### src/rtl/tx_frame_sequencer.sv
// tx_frame_sequencer: sequences the PICC->PCD response.
// After the PCD frame ends it times the frame delay, retries on the 128-tick
// grid if upstream data is late, sends the start-of-communication bit and then
// relays upstream bits to the bit encoder until the last bit period completes.
module tx_frame_sequencer #(
    parameter int FDT_N    = 9,
    parameter int FDT_TRIM = 0,
    parameter int MAX_GRID = 4
) (
    input  logic clk,
    input  logic rst,
    input  logic rx_eoc,
    input  logic rx_last_bit,
    input  logic in_data,
    input  logic in_data_valid,
    input  logic in_last_bit,
    output logic in_req,
    output logic enc_en,
    output logic enc_data,
    output logic enc_data_valid,
    output logic enc_last_bit,
    input  logic enc_req,
    input  logic enc_last_tick,
    output logic busy,
    output logic tx_done,
    output logic fdt_missed,
    output logic underrun
);

    // Counter must hold the longest delay, FDT_N*128 + 84.
    localparam int CNT_W  = $clog2(FDT_N * 128 + 84);
    localparam int SLOT_W = (MAX_GRID < 1) ? 1 : $clog2(MAX_GRID + 1);

    // Load values are one less than the delay so that expiry at cnt==0 puts
    // the encoder enable exactly FDT - FDT_TRIM edges after rx_eoc was sampled.
    localparam int LOAD_ONE_I  = FDT_N * 128 + 84 - FDT_TRIM - 1;
    localparam int LOAD_ZERO_I = FDT_N * 128 + 20 - FDT_TRIM - 1;

    localparam logic [CNT_W-1:0]  LOAD_ONE    = CNT_W'(LOAD_ONE_I);
    localparam logic [CNT_W-1:0]  LOAD_ZERO   = CNT_W'(LOAD_ZERO_I);
    localparam logic [CNT_W-1:0]  GRID_RELOAD = CNT_W'(127);
    localparam logic [CNT_W-1:0]  CNT_ONE     = CNT_W'(1);
    localparam logic [SLOT_W-1:0] SLOT_ONE    = SLOT_W'(1);
    localparam logic [SLOT_W-1:0] SLOT_LAST   = SLOT_W'(MAX_GRID);

    typedef enum logic [2:0] {
        IDLE,
        FDT_WAIT,
        GRID,
        SOC,
        DATA,
        DRAIN
    } state_t;

    state_t              state;
    state_t              state_n;
    logic [CNT_W-1:0]    cnt;
    logic [CNT_W-1:0]    cnt_n;
    logic [SLOT_W-1:0]   slot;
    logic [SLOT_W-1:0]   slot_n;
    logic                missed_n;
    logic [CNT_W-1:0]    load_val;

    // Delay to load for a new PCD frame end, picked by its last bit.
    assign load_val = rx_last_bit ? LOAD_ONE : LOAD_ZERO;

    // State, timers and the registered missed-slot pulse.
    always_ff @(posedge clk or posedge rst) begin
        if (rst) begin
            state      <= IDLE;
            cnt        <= '0;
            slot       <= '0;
            fdt_missed <= 1'b0;
        end else begin
            state      <= state_n;
            cnt        <= cnt_n;
            slot       <= slot_n;
            fdt_missed <= missed_n;
        end
    end

    // Next-state logic and encoder/upstream handshake outputs.
    always_comb begin
        state_n        = state;
        cnt_n          = cnt;
        slot_n         = slot;
        missed_n       = 1'b0;
        in_req         = 1'b0;
        enc_en         = 1'b0;
        enc_data       = 1'b0;
        enc_data_valid = 1'b0;
        enc_last_bit   = 1'b0;
        tx_done        = 1'b0;
        underrun       = 1'b0;

        case (state)
            IDLE: begin
                if (rx_eoc) begin
                    cnt_n   = load_val;
                    slot_n  = '0;
                    state_n = FDT_WAIT;
                end
            end

            FDT_WAIT: begin
                if (rx_eoc) begin
                    // A newer PCD frame end restarts the delay.
                    cnt_n  = load_val;
                    slot_n = '0;
                end else if (cnt == '0) begin
                    if (in_data_valid) begin
                        state_n = SOC;
                    end else begin
                        cnt_n   = GRID_RELOAD;
                        slot_n  = SLOT_ONE;
                        state_n = GRID;
                    end
                end else begin
                    cnt_n = cnt - CNT_ONE;
                end
            end

            GRID: begin
                if (rx_eoc) begin
                    cnt_n   = load_val;
                    slot_n  = '0;
                    state_n = FDT_WAIT;
                end else if (cnt == '0) begin
                    if (in_data_valid) begin
                        slot_n  = '0;
                        state_n = SOC;
                    end else if (slot == SLOT_LAST) begin
                        // Out of grid slots: give up on this response.
                        missed_n = 1'b1;
                        slot_n   = '0;
                        state_n  = IDLE;
                    end else begin
                        cnt_n  = GRID_RELOAD;
                        slot_n = slot + SLOT_ONE;
                    end
                end else begin
                    cnt_n = cnt - CNT_ONE;
                end
            end

            SOC: begin
                // Start-of-communication bit is a constant 1, never the last.
                enc_en         = 1'b1;
                enc_data       = 1'b1;
                enc_data_valid = 1'b1;
                if (enc_req) begin
                    state_n = DATA;
                end
            end

            DATA: begin
                enc_en         = 1'b1;
                enc_data       = in_data;
                enc_data_valid = in_data_valid;
                enc_last_bit   = in_last_bit;
                in_req         = enc_req;
                if (enc_req) begin
                    if (!in_data_valid) begin
                        // Upstream starved: let the current period finish.
                        underrun = 1'b1;
                        state_n  = DRAIN;
                    end else if (in_last_bit) begin
                        state_n = DRAIN;
                    end
                end
            end

            DRAIN: begin
                // Hold the encoder on until its final bit period ends.
                enc_en = 1'b1;
                if (enc_last_tick) begin
                    tx_done = 1'b1;
                    state_n = IDLE;
                end
            end

            default: begin
                state_n = IDLE;
            end
        endcase
    end

    assign busy = (state != IDLE);

endmodule

### config.mk
export PLATFORM = sky130hd
export DESIGN_NAME = tx_frame_sequencer
export DESIGN_NICKNAME = d
export VERILOG_FILES = /design/src/rtl/tx_frame_sequencer.sv
export SDC_FILE = /design/constraint.sdc
export NUM_CORES = 1
export LEC_CHECK = 0
export ABC_CLOCK_PERIOD_IN_PS = 7400
export CAP_MARGIN = 15
export CELL_PAD_IN_SITES_DETAIL_PLACEMENT = 2
export CELL_PAD_IN_SITES_GLOBAL_PLACEMENT = 2
export CORE_AREA = 2 2 53 91
export DETAILED_ROUTE_END_ITERATION = 6
export DIE_AREA = 0 0 55 93
export MAX_ROUTING_LAYER = met4
export PLACE_DENSITY = 0.75
export SLEW_MARGIN = 20
export SYNTH_ARGS = -nofsm -noshare
export SYNTH_HDL_FRONTEND = slang
export SYNTH_SLANG_ARGS = --single-unit
### constraint.sdc
create_clock -name clk -period 7.4 [get_ports clk]
set_input_delay 1.48 -clock clk [delete_from_list [all_inputs] [get_ports clk]]
set_output_delay 1.48 -clock clk [all_outputs]
set_load 0.02 [all_outputs]
==> metrics.yaml, run 1 <==
layout.nets: 184
syn2layout_area_growth_pct: 19.21
yosysWarnings: 0
grt.total_usage_pct: 18.37
ys_seq_elements: 18
grt_setup_unrepaired: "no"
fin_util_pct: 34.20
met1_usage_pct: 18.62
drc_errors: 0
vias: 1269
ys.flop_type: "dfrtp_1"
status: "completed"
postCtsSetupBuffers: 0
vias_per_cell: 5.768
routed_wl_um: 4005
clockRootBuffer: "clkbuf_8"
antenna_found_initial: 0
syn_area_um2: 1264
grt_max_degree: 19
synthTopCellsByArea: "dfrtp_1 36%, nor2_1 5.0%, a21oi_1 4.8%"
slew_violations: 0
tightest_slew_ps: 820.8
async_flop_share_pct: 100.0
io_buffers: 17
core_um2: 4404
synth_cell_types: 45
yosysTopAreaCell: "dfrtp_1"
critical_path_class: "primary input to primary output"
power_leakage_uw: 0.0006164
initial_utilization_pct: 28.69
rows: 32
synth_fp_nets: 169
power.density_nw_per_um2: 345.2
cp-end-kind: "primary output"
cts_made_buffers: 3
worst_clock_skew_ps: 4.498
required_ps: 5920
wire_per_inst_um: 18.20
dr.pass1.iters: 4
vdd_drop_max_mv: 0.1767
die_w_um: 55
yosysTopAreaCellShare_pct: 35.64
hold_class: "flop to flop"
start_kind: "primary input"
synth_cells: 156
met3_usage_pct: 2.077
critPathArrivalTime_ps: 2950
pin_count: 18
h-tree-depth: 1
ant_nets: 0
synth.avg_cell_area_um2: 8.101
finalCritPeriodShare_pct: 59.87
clk_pin_slew_ps: 70
finalSetupViolCount: 0
grt_pass1_wl_um: 6775
ctsResizeCount: 0
hpwl_um: 3122
maxCapViolations: 0
hold_violations: 0
grt-ovfl-total: 0
drive_above_1_share_pct: 5.325
cts_hold_buf: 0
slew_headroom_pct: 44.51
worst-path-max-fanout: 6
first_global_vias: 1408
synth_edf_count: 0
insertedDiodeCount: 0
gp_congestion: 0.8637
cts_sinks: 18
clockBufferDepth: 2
cts_tree: "yes"
die_y_um: 93
ys_seq_area_share_pct: 35.64
top_usage_layer: "met2"
dieArea_um2: 5115
clock_latency_ps: 260
fin_tns_setup_ps: 0
use_met2_pct: 35.02
max_freq_mhz: 225.7
drt-initial-drc-count: 10
period_minus_slack_ps: 4430
## flip-flops by register name, indices dropped and copies added, names as in the netlist
name        count
slot            3
cnt            11
state           3
fdt_missed      1
## cell families (layout without fill, tap and decap cells)
group | after synthesis | in the layout | synth area share, %
XOR/XNOR | 1 | 1 | 0.6932
buffers and inverters | 17 | 30 | 5.841
AND/OR/NAND/NOR | 64 | 64 | 26.34
adder cells (fa/ha/maj) | 4 | 4 | 3.961
multiplexers | 2 | 2 | 1.683
flip-flops | 18 | 18 | 35.64
AO/OA/AOI/OAI | 50 | 50 | 25.84
## worst max-delay path, cell delays in order
cell             delay [ps]
clkdlybuf4s50_1         590
nand4bb_1               170
nand2_1                 110
clkdlybuf4s50_1         600
## where the power goes
part | switching (uW) | internal, uW
registers | 47.9 | 120
clock network | 35.4 | 36.3
logic | 165 | 115
total | 249 | 271
## layout make-up
type	instances	area (um2)
fillers	510	2898
multi-input cells	121	739.5
flip-flops and latches	18	450.4
repair buffers	18	177.7
well taps	51	63.81
clock buffers	3	41.29
inverters	9	33.78
## per-layer routing
| layer | vias to the layer above | wire length (um) |
|---|---|---|
| met5 | - | 0 |
| met4 | 0 | 38 |
| met3 | 6 | 103 |
| met2 | 26 | 2418 |
| met1 | 640 | 1444 |
| li1 | 597 | - |
## metrics by stage
stage | cell area (um2) | power [uW] | setup slack (ps) | hold slack, ps | cells
after floorplan | 1264 | 363.4 | 3909 | 460.5 | 156
after global placement | 1465 | 432.9 | 3010 | 490.3 | 217
after detailed placement | 1465 | 454.5 | 2963 | 503.5 | 217
after CTS | 1506 | 527.2 | 2962 | 512.0 | 220
after global routing | 1506 | 568.7 | 2874 | 538.9 | 220
final | 1506 | 520.0 | 2970 | 507.4 | 220
## cell usage in the layout (no fill, tap or decap), types with 2 or more instances in the layout
cell type	count
inv_1	8
clkdlybuf4s50_1	17
nand3_1	4
o31ai_1	2
nor2_1	17
o22a_1	4
ha_1	4
o21ai_0	12
and3_1	2
a21oi_1	12
clkbuf_8	3
nand2b_1	4
o21a_1	3
a31oi_1	5
dfrtp_1	18
and2_1	3
or4_1	3
nor4_1	4
nor3_1	7
nand3b_1	2
nand2_1	12
## final timing paths
path | cells after the start | from | slack, ps | endpoint
max | 4 | in_data_valid | 2970 | enc_data_valid
min | 1 | slot[2]$_DFFE_PP0P_ | 510 | slot[2]$_DFFE_PP0P_
max reg2reg | 7 | cnt[0]$_DFFE_PP0P_ | 4640 | cnt[6]$_DFFE_PP0P_
min reg2reg | 1 | slot[2]$_DFFE_PP0P_ | 510 | slot[2]$_DFFE_PP0P_
max in group asynchronous | 2 | rst | 5270 | state[2]$_DFFE_PP0P_
min in group asynchronous | 2 | rst | 1650 | slot[1]$_DFFE_PP0P_
## synthesized netlist by cell type (2+ instances only)
cell type / count
a31oi_1: 5
nor3_1: 7
o22a_1: 4
nand2b_1: 4
dfrtp_1: 18
nor2_1: 17
and2_1: 3
and3_1: 2
clkbuf_1: 5
ha_1: 4
nand2_1: 12
inv_1: 8
a21oi_1: 12
nand3_1: 4
nor4_1: 4
nand3b_1: 2
o31ai_1: 2
o21a_1: 3
o21ai_0: 12
or4_1: 3
(Power assumes the default switching activity.)
==> run 2, diff against run 1 <==
--- a/config.mk
+++ b/config.mk
@@ -5,7 +5,7 @@
 export SDC_FILE = /design/constraint.sdc
 export NUM_CORES = 1
 export LEC_CHECK = 0
-export ABC_CLOCK_PERIOD_IN_PS = 7400
+export ABC_CLOCK_PERIOD_IN_PS = 4100
 export CAP_MARGIN = 15
 export CELL_PAD_IN_SITES_DETAIL_PLACEMENT = 2
 export CELL_PAD_IN_SITES_GLOBAL_PLACEMENT = 2
==> constraint.sdc (replaced) <==
create_clock -name clk -period 4.1 [get_ports clk]
set_input_delay 0.82 -clock clk [delete_from_list [all_inputs] [get_ports clk]]
set_output_delay 0.82 -clock clk [all_outputs]
set_load 0.02 [all_outputs]
==> metrics.yaml, run 2 (synthesis results as in run 1) <==
worst_slack_ps: 1005  # was 2970 ps
slew_headroom_pct: 45.73  # was 44.51%
antenna_found_initial: 0  # unchanged
insertedDiodeCount: 0  # unchanged
initial_utilization_pct: 28.69  # unchanged
largest_reg_flops: 11  # unchanged
hold_class: "flop to flop"  # unchanged
finalCritPeriodShare_pct: 75.48
tightest_slew_ps: 802.7  # was 820.8 ps
postPlaceCellArea_um2: 1465  # unchanged
cts_made_buffers: 3  # unchanged
grt.total_usage_pct: 17.53  # was 18.37%
clkPwrFrac_pct: 16.1  # was 13.8%
status: "completed"  # unchanged
routed_wl_um: 3957  # was 4005 um
vdd_drop_max_mv: 0.2547  # was 0.1767 mV
dieArea_um2: 5115  # unchanged
p_int_uw: 509.6  # was 271.3 uW
layout.nets: 184  # unchanged
clockRootBuffer: "clkbuf_8"  # unchanged
critPathArrivalTime_ps: 2270  # was 2950 ps
cp-end-kind: "primary output"  # unchanged
max_freq_mhz: 323.1
top_register: "cnt"  # unchanged
slowest_stage: "clkdlybuf4s50_1"  # unchanged
rows: 32  # unchanged
required_ps: 3280  # was 5920 ps
power.density_nw_per_um2: 631.0  # was 345.2 nW/um2
clk_pin_slew_ps: 70  # about the same
clock_latency_ps: 270  # was 260 ps
die_w_um: 55  # unchanged
io_buffers: 17  # unchanged
total_power_uw: 959.3  # was 520.0 uW
crit_path_max_incr_delay_ps: 600  # about the same
sw_frac_of_total_pct: 46.88  # was 47.82%
fillCellCount: 534  # was 510
met3_length_um: 93  # was 103 um
drc_errors: 0  # unchanged
design_area_um2: 1520  # was 1506 um2
core_um2: 4404  # unchanged
most-common-layout-cells: "18 x dfrtp_1, 17 x nor2_1, 17 x clkdlybuf4s50_1"  # unchanged
power_switching_uw: 449.7  # was 248.7 uW
first_global_vias: 1396  # was 1,408
grt_setup_unrepaired: "no"  # unchanged
final_common_cell: "dfrtp_1"  # unchanged
grt-ovfl-total: 0  # unchanged
die_y_um: 93  # unchanged
syn2layout_area_growth_pct: 20.30  # was 19.21%
gp_congestion: 0.9345  # was 0.8637
top_regs: "cnt x11, slot x3, state x3"  # unchanged
grt_pass1_wl_um: 6417  # was 6775 um
critical_path_class: "primary input to primary output"  # unchanged
path_common_cell: "clkdlybuf4s50_1"  # unchanged
seqPwrFrac_pct: 31.5  # was 32.3%
highest_layer: "met4"  # unchanged
drt-met1-wl_um: 1450  # was 1444 um
p_comb_share_pct: 52.4  # was 53.9%
hpwl_um: 3107  # was 3122 um
finalSetupViolCount: 0  # unchanged
ant_nets: 0  # unchanged
vias_per_cell: 5.661  # was 5.768
cts_sinks: 18  # unchanged
worst_clock_skew_ps: 3.319  # was 4.498 ps
cts_tree: "yes"  # unchanged
drive_above_1_share_pct: 5.882  # was 5.325%
crit_chain: "clkdlybuf4s50_1, nand4bb_1, nand2_1, clkdlybuf4s50_1"  # unchanged
postCtsSetupBuffers: 0  # unchanged
h-tree-depth: 1  # unchanged
wire_per_inst_um: 17.90  # was 18.20 um
worst-path-max-fanout: 6  # unchanged
pin_count: 18  # unchanged
clockBufferDepth: 2  # unchanged
ctsResizeCount: 0  # unchanged
power_leakage_uw: 0.0006236  # was 0.0006164 uW
dr_wl_met2_um: 2364  # was 2418 um
drt-initial-drc-count: 14  # was 10
maxCapViolations: 0  # unchanged
fin_util_pct: 34.52  # was 34.20%
start_kind: "primary input"  # unchanged
dr.pass1.iters: 4  # unchanged
pre_cts_ws_ps: 955.0  # was 2963 ps
grt_max_degree: 19  # unchanged
cts_hold_buf: 0  # unchanged
slew_violations: 0  # unchanged
vias: 1251  # was 1,269
fin_tns_setup_ps: 0  # unchanged
period_minus_slack_ps: 3095
hold_violations: 0  # unchanged
==> run 2: cell types whose count changed in the layout (fill, tap and decap cells not counted) <==
cell | before | now
clkbuf_8 | 3 | 4
==> run 2: through the flow <==
stage,instances,hold WS [ps]
2_1_floorplan,156,460.5
3_3_place_gp,217,484.7
3_5_place_dp,217,503.4
4_1_cts,221,514.0
5_1_grt,221,545.8
6_report,221,514.6
==> run 2: layout make-up <==
cell class	instances	area (um2)	share of cell area (%)
flip-flops and latches	18	450.4	29.63
clock buffers	4	55.05	3.621
multi-input cells	121	739.5	48.64
repair buffers	18	177.7	11.69
inverters	9	33.78	2.222
well taps	51	63.81	4.198
==> run 2: path summary, 6_finish.rpt <==
check                                             to  slack (ps)  cells after the start           startpoint
worst max-delay path                  enc_data_valid        1010                      4        in_data_valid
worst min-delay path             slot[2]$_DFFE_PP0P_         510                      1  slot[2]$_DFFE_PP0P_
worst max register to register  state[1]$_DFFE_PP0P_        1260                      8   cnt[0]$_DFFE_PP0P_
worst min register to register   slot[2]$_DFFE_PP0P_         510                      1  slot[2]$_DFFE_PP0P_
max in group asynchronous         cnt[8]$_DFFE_PP0P_        2650                      2                  rst
min in group asynchronous       fdt_missed$_DFF_PP0_         980                      2                  rst
==> run 2: layer usage <==
| layer | GRT usage [%] | up-vias |
|---|---|---|
| li1 | - | 594 |
| met1 | 15.79 | 631 |
| met2 | 35.22 | 21 |
| met3 | 1.597 | 5 |
| met4 | 5.081 | 0 |
| met5 | - | - |
==> run 2: power groups by stage <==
| stage | clock (uW) | combinational [uW] | sequential [uW] |
|---|---|---|---|
| floorplan | 0 | 405 | 251 |
| global placement | 0 | 481 | 300 |
| detailed placement | 0 | 510 | 305 |
| CTS | 156 | 514 | 301 |
| global route | 162 | 561 | 312 |
| finish | 155 | 503 | 302 |
==> run 2: critical path: cells and delay by family <==
kind	cells	cell delay (ps)
buffers and inverters	2	1190
AND/OR/NAND/NOR	2	270
==> run 3, diff against run 2 <==
--- a/config.mk
+++ b/config.mk
@@ -5,13 +5,13 @@
 export SDC_FILE = /design/constraint.sdc
 export NUM_CORES = 1
 export LEC_CHECK = 0
-export ABC_CLOCK_PERIOD_IN_PS = 4100
+export ABC_CLOCK_PERIOD_IN_PS = 2800
 export CAP_MARGIN = 15
 export CELL_PAD_IN_SITES_DETAIL_PLACEMENT = 2
 export CELL_PAD_IN_SITES_GLOBAL_PLACEMENT = 2
-export CORE_AREA = 2 2 53 91
+export CORE_AREA = 2 2 54 94
 export DETAILED_ROUTE_END_ITERATION = 6
-export DIE_AREA = 0 0 55 93
+export DIE_AREA = 0 0 56 96
 export MAX_ROUTING_LAYER = met4
 export PLACE_DENSITY = 0.75
 export SLEW_MARGIN = 20
==> constraint.sdc (replaced) <==
create_clock -name clk -period 2.8 [get_ports clk]
set_input_delay 0.56 -clock clk [delete_from_list [all_inputs] [get_ports clk]]
set_output_delay 0.56 -clock clk [all_outputs]
set_load 0.02 [all_outputs]
==> metrics.yaml, run 3 (synthesis results as in run 1) <==
ff2ff_path_depth: 7  # was 8
grt_max_degree: 19  # unchanged
hpwl_um: 3204  # was 3107 um
dieArea_um2: 5376  # was 5115 um2
design_area_um2: 1600  # was 1520 um2
syn2layout_area_growth_pct: 26.63  # was 20.30%
fin_tns_setup_ps: 0  # unchanged
max_freq_mhz: 380.8
grt_pass1_wl_um: 7107  # was 6417 um
finalSetupViolCount: 0  # unchanged
tightest_slew_ps: 793.2  # was 802.7 ps
insertedDiodeCount: 0  # unchanged
multi_input_area_um2: 745.7  # was 739.5 um2
vias: 1290  # was 1,251
vias_per_cell: 5.609  # was 5.661
endpoint: "enc_data_valid"  # unchanged
top_register: "cnt"  # unchanged
final_common_cell: "dfrtp_1"  # unchanged
maxCapViolations: 0  # unchanged
drive_above_1_share_pct: 11.24  # was 5.882%
slew_violations: 0  # unchanged
status: "completed"  # unchanged
cp-end-kind: "primary output"  # unchanged
ant_nets: 0  # unchanged
required_ps: 2240  # was 3280 ps
routed_wl_um: 4238  # was 3957 um
drc_errors: 0  # unchanged
clk_pin_slew_ps: 80  # was 70 ps
worst-path-max-fanout: 6  # unchanged
io_buffers: 17  # unchanged
cts_hold_buf: 0  # unchanged
layout.area.seq_um2: 450.4  # unchanged
clockBufferDepth: 2  # unchanged
p_comb_share_pct: 59.4  # was 52.4%
start_kind: "primary input"  # unchanged
slew_headroom_pct: 47.06  # was 45.73%
clock_latency_ps: 260  # was 270 ps
initial_utilization_pct: 27.33  # was 28.69%
power.density_nw_per_um2: 949.1  # was 631.0 nW/um2
core_um2: 4624  # was 4404 um2
cts_made_buffers: 3  # unchanged
first_global_vias: 1446  # was 1,396
critPathArrivalTime_ps: 2070  # was 2270 ps
sw_frac_of_total_pct: 45.45  # was 46.88%
layout.nets: 192  # was 184
cts_tree: "yes"  # unchanged
worstReg2RegStart: "cnt[0]$_DFFE_PP0P_"  # unchanged
die_w_um: 56  # was 55 um
rows: 33  # was 32
hold_class: "flop to flop"  # unchanged
die_y_um: 96  # was 93 um
vdd_drop_max_mv: 0.5774  # was 0.2547 mV
wire_per_inst_um: 18.43  # was 17.90 um
critical_path_class: "primary input to primary output"  # unchanged
gp_congestion: 0.7943  # was 0.9345
largest_reg_flops: 11  # unchanged
clkPwrFrac_pct: 14.8  # was 16.1%
dr.pass1.iters: 4  # unchanged
cts_sinks: 18  # unchanged
postPlaceCellArea_um2: 1519  # was 1465 um2
drt-initial-drc-count: 24  # was 14
h-tree-depth: 1  # unchanged
power_leakage_uw: 0.0006684  # was 0.0006236 uW
power_switching_uw: 690.2  # was 449.7 uW
p_int_uw: 828.5  # was 509.6 uW
period_minus_slack_ps: 2626
clockRootBuffer: "clkbuf_8"  # unchanged
finalCritPeriodShare_pct: 93.78
hold_violations: 0  # unchanged
antenna_found_initial: 0  # unchanged
grt_setup_unrepaired: "no"  # unchanged
fillCellCount: 549  # was 534
grt.total_usage_pct: 17.54  # was 17.53%
worst_clock_skew_ps: 2.082  # was 3.319 ps
r2r_end: "slot[0]$_DFFE_PP0P_"  # was state[1]$_DFFE_PP0P_
top_regs: "cnt x11, slot x3, state x3"  # unchanged
grt-ovfl-total: 0  # unchanged
most-common-layout-cells: "18 x dfrtp_1, 17 x clkdlybuf4s50_1, 16 x nor2_1"  # was 18 x dfrtp_1, 17 x nor2_1, 17 x clkdlybuf4s50_1
pin_count: 18  # unchanged
critical_path.startpoint: "in_data_valid"  # unchanged
ff2ff_setup_slack_ps: 220  # was 1260 ps
seqPwrFrac_pct: 25.8  # was 31.5%
## run 3: changes by cell type in the layout (fill, tap and decap cells not counted)
cell / change
buf_4: +7
or4_1: -1
buf_12: +1
nor2_2: +1
nor2_1: -1
or4_4: +1
## run 3: worst min path at each step
stage | start | end | slack [ps] | depth (start not counted)
after CTS | slot[2]$_DFFE_PP0P_ | slot[2]$_DFFE_PP0P_ | 530 | 1
after global placement | cnt[7]$_DFFE_PP0P_ | cnt[7]$_DFFE_PP0P_ | 490 | 2
after detailed placement | cnt[7]$_DFFE_PP0P_ | cnt[7]$_DFFE_PP0P_ | 510 | 2
after floorplan | cnt[7]$_DFFE_PP0P_ | cnt[7]$_DFFE_PP0P_ | 460 | 2
final | slot[2]$_DFFE_PP0P_ | slot[2]$_DFFE_PP0P_ | 520 | 1
after global routing | slot[2]$_DFFE_PP0P_ | slot[2]$_DFFE_PP0P_ | 540 | 1
## run 3: final cells by class
| class | instances | share of cell area [%] |
|---|---|---|
| multi-input cells | 121 | 46.60 |
| well taps | 52 | 4.066 |
| clock buffers | 4 | 3.440 |
| repair buffers | 26 | 15.64 |
| flip-flops and latches | 18 | 28.15 |
| inverters | 9 | 2.111 |
## run 3: what timing repair did
action,in CTS,in global routing
setup buffers,0,1
endpoints found under the hold margin,0,0
resized for setup,0,2
setup endpoints to repair,0,9
## run 3: power groups by stage
stage	combinational (uW)	clock (uW)	sequential (uW)
5_1_grt	994	241	402
3_3_place_gp	808	0	387
3_5_place_dp	860	0	396
2_1_floorplan	593	0	368
4_1_cts	862	232	391
6_report	902	225	391
## run 3: through the flow
step	hold slack, ps	power, uW	util (%)	std cells	setup slack, ps
global route	543.3	1637	34.61	230	60.99
detailed placement	508.2	1256	32.85	225	87.59
CTS	525.2	1485	34.04	229	59.60
global placement	488.4	1195	32.85	225	204.7
floorplan	460.5	960.5	-	156	373.4
finish	517.7	1519	34.61	230	174.1
## run 3: metal layers
metal  track usage (%)  share of wire (%)  vias up
li1                  -                  -      611
met1             17.19                 38      647
met2             34.80                 58       24
met3             1.747                2.1        8
met4             6.746                2.3        0
met5                 -                  0        -
## run 3: critical path: stages
cell and delay, ps:
clkdlybuf4s50_1 620, nand4bb_1 180, nand2_1 100, clkdlybuf4s50_1 600
